## src/rtl/llc_snoop_responder.sv

```systemverilog
// LLC snoop responder: answers snooped bus ops with NOHIT/HIT/HITM from a
// direct-mapped MESI state/tag array, drives GETLINE/INVALIDATELINE to L1
// and a DRAM writeback on modified hits, then applies the MESI transition.
// Optional statistics counters are built when SNOOP_STATS_EN is defined.
module llc_snoop_responder #(
  parameter int ADDR_WIDTH  = 32,
  parameter int OFFSET_BITS = 6,
  parameter int INDEX_BITS  = 4
) (
  input  logic                  clock,
  input  logic                  reset,
  input  logic                  snp_valid,
  output logic                  snp_ready,
  input  logic [2:0]            snp_op,
  input  logic [ADDR_WIDTH-1:0] snp_addr,
  output logic                  rsp_valid,
  input  logic                  rsp_ready,
  output logic [1:0]            rsp_result,
  output logic                  l1_msg_valid,
  output logic [2:0]            l1_msg,
  output logic [ADDR_WIDTH-1:0] l1_msg_addr,
  input  logic                  l1_msg_ack,
  output logic                  wb_valid,
  output logic [ADDR_WIDTH-1:0] wb_addr,
  input  logic                  wb_ack,
  input  logic                  fill_valid,
  output logic                  fill_ready,
  input  logic [ADDR_WIDTH-1:0] fill_addr,
  input  logic [1:0]            fill_state,
  output logic                  protocol_err,
  output logic [15:0]           hit_cnt,
  output logic [15:0]           hitm_cnt,
  output logic [15:0]           nohit_cnt
);

  localparam int          TAG_BITS = ADDR_WIDTH - INDEX_BITS - OFFSET_BITS;
  localparam int unsigned DEPTH    = 1 << INDEX_BITS;

  typedef enum logic [2:0] {
    ST_IDLE, ST_LOOKUP, ST_GETL, ST_WB, ST_INVL, ST_RESP
  } fsm_e;

  typedef enum logic [1:0] {
    MESI_I = 2'd0, MESI_S = 2'd1, MESI_E = 2'd2, MESI_M = 2'd3
  } mesi_e;

  typedef enum logic [2:0] {
    OP_READ = 3'd1, OP_WRITE = 3'd2, OP_INVALIDATE = 3'd3, OP_RWIM = 3'd4
  } op_e;

  typedef enum logic [1:0] {
    RES_NOHIT = 2'd0, RES_HIT = 2'd1, RES_HITM = 2'd2
  } res_e;

  fsm_e                  state, state_next;
  logic [2:0]            op_q;
  logic [ADDR_WIDTH-1:0] addr_q;
  res_e                  result_q;
  mesi_e                 new_q;
  logic                  getl_q, wb_q, invl_q;
  logic                  err_q;

  logic [TAG_BITS-1:0]   tag_arr [DEPTH];
  mesi_e                 st_arr  [DEPTH];

  logic [INDEX_BITS-1:0] idx, fill_idx;
  logic [TAG_BITS-1:0]   tag, fill_tag;
  mesi_e                 entry_st, commit_st;
  logic                  hit, fill_fire, commit;

  res_e                  lk_result;
  mesi_e                 lk_new;
  logic                  lk_getl, lk_wb, lk_invl, lk_err;

  logic                  unused_fill_offset;

  assign idx      = addr_q[OFFSET_BITS +: INDEX_BITS];
  assign tag      = addr_q[ADDR_WIDTH-1 -: TAG_BITS];
  assign fill_idx = fill_addr[OFFSET_BITS +: INDEX_BITS];
  assign fill_tag = fill_addr[ADDR_WIDTH-1 -: TAG_BITS];
  assign unused_fill_offset = ^fill_addr[OFFSET_BITS-1:0];

  assign entry_st  = st_arr[idx];
  assign hit       = (entry_st != MESI_I) && (tag_arr[idx] == tag);
  assign fill_fire = (state == ST_IDLE) && !snp_valid && fill_valid;

  // The array commits on the edge that enters RESP; from LOOKUP the new state
  // has not been registered yet, so it is taken straight from the lookup.
  assign commit    = (state != ST_RESP) && (state_next == ST_RESP);
  assign commit_st = (state == ST_LOOKUP) ? lk_new : new_q;

  // Lookup: result, next MESI state and required actions for the latched snoop
  always_comb begin
    lk_result = RES_NOHIT;
    lk_new    = entry_st;
    lk_getl   = 1'b0;
    lk_wb     = 1'b0;
    lk_invl   = 1'b0;
    lk_err    = 1'b0;
    case (op_q)
      OP_READ: if (hit) begin
        lk_new = MESI_S;
        if (entry_st == MESI_M) begin
          lk_result = RES_HITM;
          lk_getl   = 1'b1;
          lk_wb     = 1'b1;
        end else begin
          lk_result = RES_HIT;
        end
      end
      OP_RWIM: if (hit) begin
        lk_new  = MESI_I;
        lk_invl = 1'b1;
        if (entry_st == MESI_M) begin
          lk_result = RES_HITM;
          lk_getl   = 1'b1;
          lk_wb     = 1'b1;
        end else begin
          lk_result = RES_HIT;
        end
      end
      OP_INVALIDATE: if (hit) begin
        if (entry_st == MESI_S) begin
          lk_new    = MESI_I;
          lk_result = RES_HIT;
          lk_invl   = 1'b1;
        end else begin
          lk_err = 1'b1;
        end
      end
      OP_WRITE: if (hit) lk_err = 1'b1;
      default: lk_err = 1'b1;
    endcase
  end

  // Next-state logic: actions run in GETL -> WB -> INVL order, absent ones skipped
  always_comb begin
    state_next = state;
    case (state)
      ST_IDLE:   if (snp_valid) state_next = ST_LOOKUP;
      ST_LOOKUP: begin
        if (lk_getl)      state_next = ST_GETL;
        else if (lk_wb)   state_next = ST_WB;
        else if (lk_invl) state_next = ST_INVL;
        else              state_next = ST_RESP;
      end
      ST_GETL: if (l1_msg_ack) begin
        if (wb_q)        state_next = ST_WB;
        else if (invl_q) state_next = ST_INVL;
        else             state_next = ST_RESP;
      end
      ST_WB: if (wb_ack) state_next = invl_q ? ST_INVL : ST_RESP;
      ST_INVL: if (l1_msg_ack) state_next = ST_RESP;
      ST_RESP: if (rsp_ready) state_next = ST_IDLE;
      default: state_next = ST_IDLE;
    endcase
  end

  // FSM state register plus latched snoop and lookup results
  always_ff @(posedge clock) begin
    if (reset) begin
      state    <= ST_IDLE;
      op_q     <= '0;
      addr_q   <= '0;
      result_q <= RES_NOHIT;
      new_q    <= MESI_I;
      getl_q   <= 1'b0;
      wb_q     <= 1'b0;
      invl_q   <= 1'b0;
      err_q    <= 1'b0;
    end else begin
      state <= state_next;
      err_q <= (state == ST_LOOKUP) && lk_err;
      if (state == ST_IDLE && snp_valid) begin
        op_q                   <= snp_op;
        addr_q                 <= snp_addr;
        addr_q[OFFSET_BITS-1:0] <= '0;
      end
      if (state == ST_LOOKUP) begin
        result_q <= lk_result;
        new_q    <= lk_new;
        getl_q   <= lk_getl;
        wb_q     <= lk_wb;
        invl_q   <= lk_invl;
      end
    end
  end

  // MESI state/tag array: snoop commit or local fill (never both in one cycle)
  always_ff @(posedge clock) begin
    if (reset) begin
      for (int unsigned i = 0; i < DEPTH; i++) begin
        st_arr[i]  <= MESI_I;
        tag_arr[i] <= '0;
      end
    end else if (commit) begin
      st_arr[idx] <= commit_st;
    end else if (fill_fire) begin
      st_arr[fill_idx]  <= mesi_e'(fill_state);
      tag_arr[fill_idx] <= fill_tag;
    end
  end

  // Output decode from FSM state and latched line address
  always_comb begin
    l1_msg = 3'd0;
    if (state == ST_GETL) l1_msg = 3'd1;
    if (state == ST_INVL) l1_msg = 3'd3;
  end

  assign snp_ready    = (state == ST_IDLE);
  assign fill_ready   = (state == ST_IDLE) && !snp_valid;
  assign rsp_valid    = (state == ST_RESP);
  assign rsp_result   = result_q;
  assign l1_msg_valid = (state == ST_GETL) || (state == ST_INVL);
  assign l1_msg_addr  = addr_q;
  assign wb_valid     = (state == ST_WB);
  assign wb_addr      = addr_q;
  assign protocol_err = err_q;

`ifdef SNOOP_STATS_EN
  logic [15:0] hit_q, hitm_q, nohit_q;

  // Saturating per-result counters, bumped on each response handshake
  always_ff @(posedge clock) begin
    if (reset) begin
      hit_q   <= '0;
      hitm_q  <= '0;
      nohit_q <= '0;
    end else if (state == ST_RESP && rsp_ready) begin
      case (result_q)
        RES_HIT:   if (hit_q   != '1) hit_q   <= hit_q + 16'd1;
        RES_HITM:  if (hitm_q  != '1) hitm_q  <= hitm_q + 16'd1;
        default:   if (nohit_q != '1) nohit_q <= nohit_q + 16'd1;
      endcase
    end
  end

  assign hit_cnt   = hit_q;
  assign hitm_cnt  = hitm_q;
  assign nohit_cnt = nohit_q;
`else
  assign hit_cnt   = '0;
  assign hitm_cnt  = '0;
  assign nohit_cnt = '0;
`endif

endmodule

```

## config.mk

```make
export PLATFORM = sky130hd
export DESIGN_NAME = llc_snoop_responder
export DESIGN_NICKNAME = d
export VERILOG_FILES = /design/src/rtl/llc_snoop_responder.sv
export SDC_FILE = /design/constraint.sdc
export NUM_CORES = 1
export LEC_CHECK = 0
export ABC_AREA = 1
export CAP_MARGIN = 30
export CORE_AREA = 4 4 272 274
export DETAILED_ROUTE_END_ITERATION = 7
export DIE_AREA = 0 0 276 278
export GPL_TIMING_DRIVEN = 1
export SLEW_MARGIN = 20
export SYNTH_ARGS = -nofsm -noshare
export SYNTH_HDL_FRONTEND = slang
export SYNTH_SLANG_ARGS = --single-unit
```

## constraint.sdc

```tcl
create_clock -name clock -period 4 [get_ports clock]
set_clock_uncertainty 0.1 [all_clocks]
set_input_delay 0.8 -clock clock [delete_from_list [all_inputs] [get_ports clock]]
set_output_delay 0.8 -clock clock [all_outputs]
set_load 0.1 [all_outputs]
```

==> flow_metrics.env <==
export IMPL_synth_edf_count=384
export IMPL_grt_start_max_net_pins=118
export IMPL_drt_total_wl_microns=60300
export IMPL_avgRoutedWirePerCell_microns=18.2
export IMPL_start_util_pct=28.8
export IMPL_cts_root_buffer="clkbuf_16"
export IMPL_syn_cell_area_sq_mm=0.0205
export IMPL_numCtsBuffers=42
export IMPL_final_cells=3307
export IMPL_finalSetupTns_ns=0
export IMPL_peakVddDrop_uv=375
export IMPL_path_clk_slew_ns=0.06
export IMPL_insertion_delay_ns=0.56
export IMPL_min_from="rsp_result[0]$_SDFFE_PP0P_"
export IMPL_yosysTopAreaCell="edfxtp_1"
export IMPL_crit_fanout=30
export IMPL_min_delay_worst_endpoint="rsp_result[0]$_SDFFE_PP0P_"
export IMPL_critPathCaptureType="flop"
export IMPL_yosysUniqueCellTypes=37
export IMPL_hold_viol=0
export IMPL_drc=0
export IMPL_antenna_cells=0
export IMPL_place_congestion=0.805
export IMPL_dieWidth_microns=276
export IMPL_drt_first_iter_violations=1416
export IMPL_yosysSeqAreaShare_pct=60.3
export IMPL_synthArstFlopShare_pct=0
export IMPL_dr_total_vias=15500
export IMPL_port_buffers=125
export IMPL_tritoncts="yes"
export IMPL_syn_to_final_growth_pct=16.6
export IMPL_hpwl_microns=36600
export IMPL_dp_cells=3230
export IMPL_start_kind="flop"
export IMPL_postCtsHoldBufs=0
export IMPL_drv_slew=0
export IMPL_ant_nets=0
export IMPL_multi_input_area_sq_mm=0.00647
export IMPL_r2r_end="st_arr[1][0]$_SDFFCE_PN0P_"
export IMPL_grt_pass1_wl_microns=89500
export IMPL_holdPathStages=2
export IMPL_hold_path_class="reg2reg"
export IMPL_yosysWarnings=0
export IMPL_p_leak_nw=9.54
export IMPL_slew_limit_headroom_pct=34.6
export IMPL_fin_crit_ns=3.65
export IMPL_crit_required_ns=4.16
export IMPL_nets=2400
export IMPL_fin_hold_ws_ns=0.377
export IMPL_io_pins=199
export IMPL_clkSinkCount=427
export IMPL_chipHeight_microns=278
export IMPL_grt_overflow_total=0
export IMPL_fp_coreArea_sq_mm=0.0714
export IMPL_fill_cells=7244
export IMPL_max_freq_ghz=0.274
export IMPL_reg2regPathDepth=19
export IMPL_p_per_area_mw_per_mm2=493
export IMPL_synth_ff_type="edfxtp_1"
export IMPL_drt_vias_per_instance=4.68
export IMPL_synth_most_common_cell="nor2_1"
export IMPL_synthTopCellsByArea="edfxtp_1 56%, nor2_1 11%, nand2_1 7.2%"
export IMPL_synth_seq_cells=427
export IMPL_antenna_found_initial=2
export IMPL_synth_area_per_cell_sq_um=9.12
export IMPL_first_global_vias=14500
export IMPL_regToRegSetupSlack_ns=0.35
export IMPL_rsz0062_at_grt="no"
export IMPL_netlist_area_leader_share_pct=56.1
export IMPL_setup_viol=0
export IMPL_cts_repair_resized=0
export IMPL_cap_violations=0
export IMPL_dieArea_sq_mm=0.0767
export IMPL_status="complete, no violations"
export IMPL_worstMarginPinSlew_ns=0.978
export IMPL_track_usage_pct=15.0
export IMPL_seq_area_sq_mm=0.0124
export IMPL_cts_buffer_depth=3
export IMPL_firstDrtPassIters=7
export IMPL_final_period_utilization_pct=91.3
export IMPL_crit_arrival_ns=3.81
export IMPL_synthCells=2252
export IMPL_critical_path_class="reg2reg"
export IMPL_layout_drive_gt1_share_pct=7.59
export IMPL_cts_max_level=2
export IMPL_rows=98
export IMPL_post_cts_buffers=0
export IMPL_synth_common_cells="595 x nor2_1, 392 x nand2_1, 384 x edfxtp_1"
-- cell usage in the layout (no fill, tap or decap), types with 4 or more instances in the layout --
cell	instances
o211ai_1	34
buf_4	66
inv_1	141
o221ai_1	6
clkinv_1	9
nor2_1	594
o21ai_0	120
dfxtp_1	40
nand3_2	12
nand3_1	183
clkbuf_16	43
o21ai_1	20
a21oi_1	37
clkdlybuf4s50_1	120
clkbuf_1	16
conb_1	61
nor2_2	13
nand2_1	391
nor3_1	9
clkinv_2	4
buf_12	18
edfxtp_1	384
-- cell type report --
cell class | count | share of cell area [%]
Tap cell | 950 | 4.96
Clock buffer | 59 | 4.74
Timing Repair Buffer | 204 | 8.59
Sequential cell | 427 | 51.8
Inverter | 146 | 2.32
Clock inverter | 18 | 0.596
Multi-Input combinational cell | 1503 | 27.0
-- flip-flops by register name, indices dropped and copies added (netlist names), named ones only --
| name | count |
|---|---|
| rsp_result | 2 |
| invl_q | 1 |
| state | 3 |
| protocol_err | 1 |
| op_q | 3 |
| st_arr | 32 |
| new_q | 2 |
| tag_arr | 352 |
| wb_q | 1 |
| l1_msg_addr | 26 |
-- layer usage --
layer / global-route usage [%] / up-vias / wire length (microns)
met2: 26.1 / 582 / 29400
met1: 19.2 / 7375 / 24700
li1: - / 7408 / -
met5: 0 / - / 13
met4: 5.08 / 2 / 1990
met3: 2.11 / 109 / 4240
-- where the power goes --
part	internal (mW)	leakage, nW	total, mW	switching [mW]
Sequential	5.05	4.32	5.16	0.102
Combinational	0.695	4.61	2.87	2.17
Clock	2.12	0.614	3.78	1.66
-- worst max-delay path by stage --
| stage | endpoint | slack (ns) |
|---|---|---|
| 2_1_floorplan | tag_arr[11][0]$_SDFFCE_PN0P_ | 0.26 |
| 3_3_place_gp | st_arr[9][1]$_SDFFCE_PN0P_ | 0.31 |
| 3_5_place_dp | st_arr[9][1]$_SDFFCE_PN0P_ | 0.29 |
| 4_1_cts | st_arr[1][1]$_SDFFCE_PN0P_ | 0.27 |
| 5_1_grt | st_arr[7][0]$_SDFFCE_PN0P_ | 0.04 |
| 6_report | st_arr[1][0]$_SDFFCE_PN0P_ | 0.35 |
-- cell families after synthesis --
family,Yosys count,share of synthesized area [%]
AO/OA/AOI/OAI,227,6.20
buffers and inverters,382,9.37
flip-flops,427,60.3
other,1,0.0183
AND/OR/NAND/NOR,1215,24.1
-- critical path: stages (launching register included) --
cell      delay (ns)
dfxtp_4         0.41
buf_4           0.32
nor2_1          0.09
nor2_1          0.08
o21ai_0         0.08
nand3_1         0.12
nand3_1         0.22
nand3_1         0.16
nand2_1         0.06
nor2_1          0.27
nand2_1         0.21
nor2_2          0.22
buf_4           0.15
nand4_1         0.08
nand2_1         0.12
o21bai_2        0.08
nand3_2         0.10
nand2_4         0.18
nand3_1         0.18
nand2_1         0.11
-- metrics by stage --
stage               total power, mW  instance area [sq um]  setup WS, ns  util, %
CTS                            11.9                  23900         0.267     33.6
global placement               8.11                  22700         0.312     31.8
finish                         11.8                  23900         0.349     33.6
global route                   12.2                  23900        0.0447     33.6
floorplan                      7.40                  20800         0.264        -
detailed placement             8.12                  22700         0.292     31.8
No activity file was read; power rests on OpenSTA's default activity.
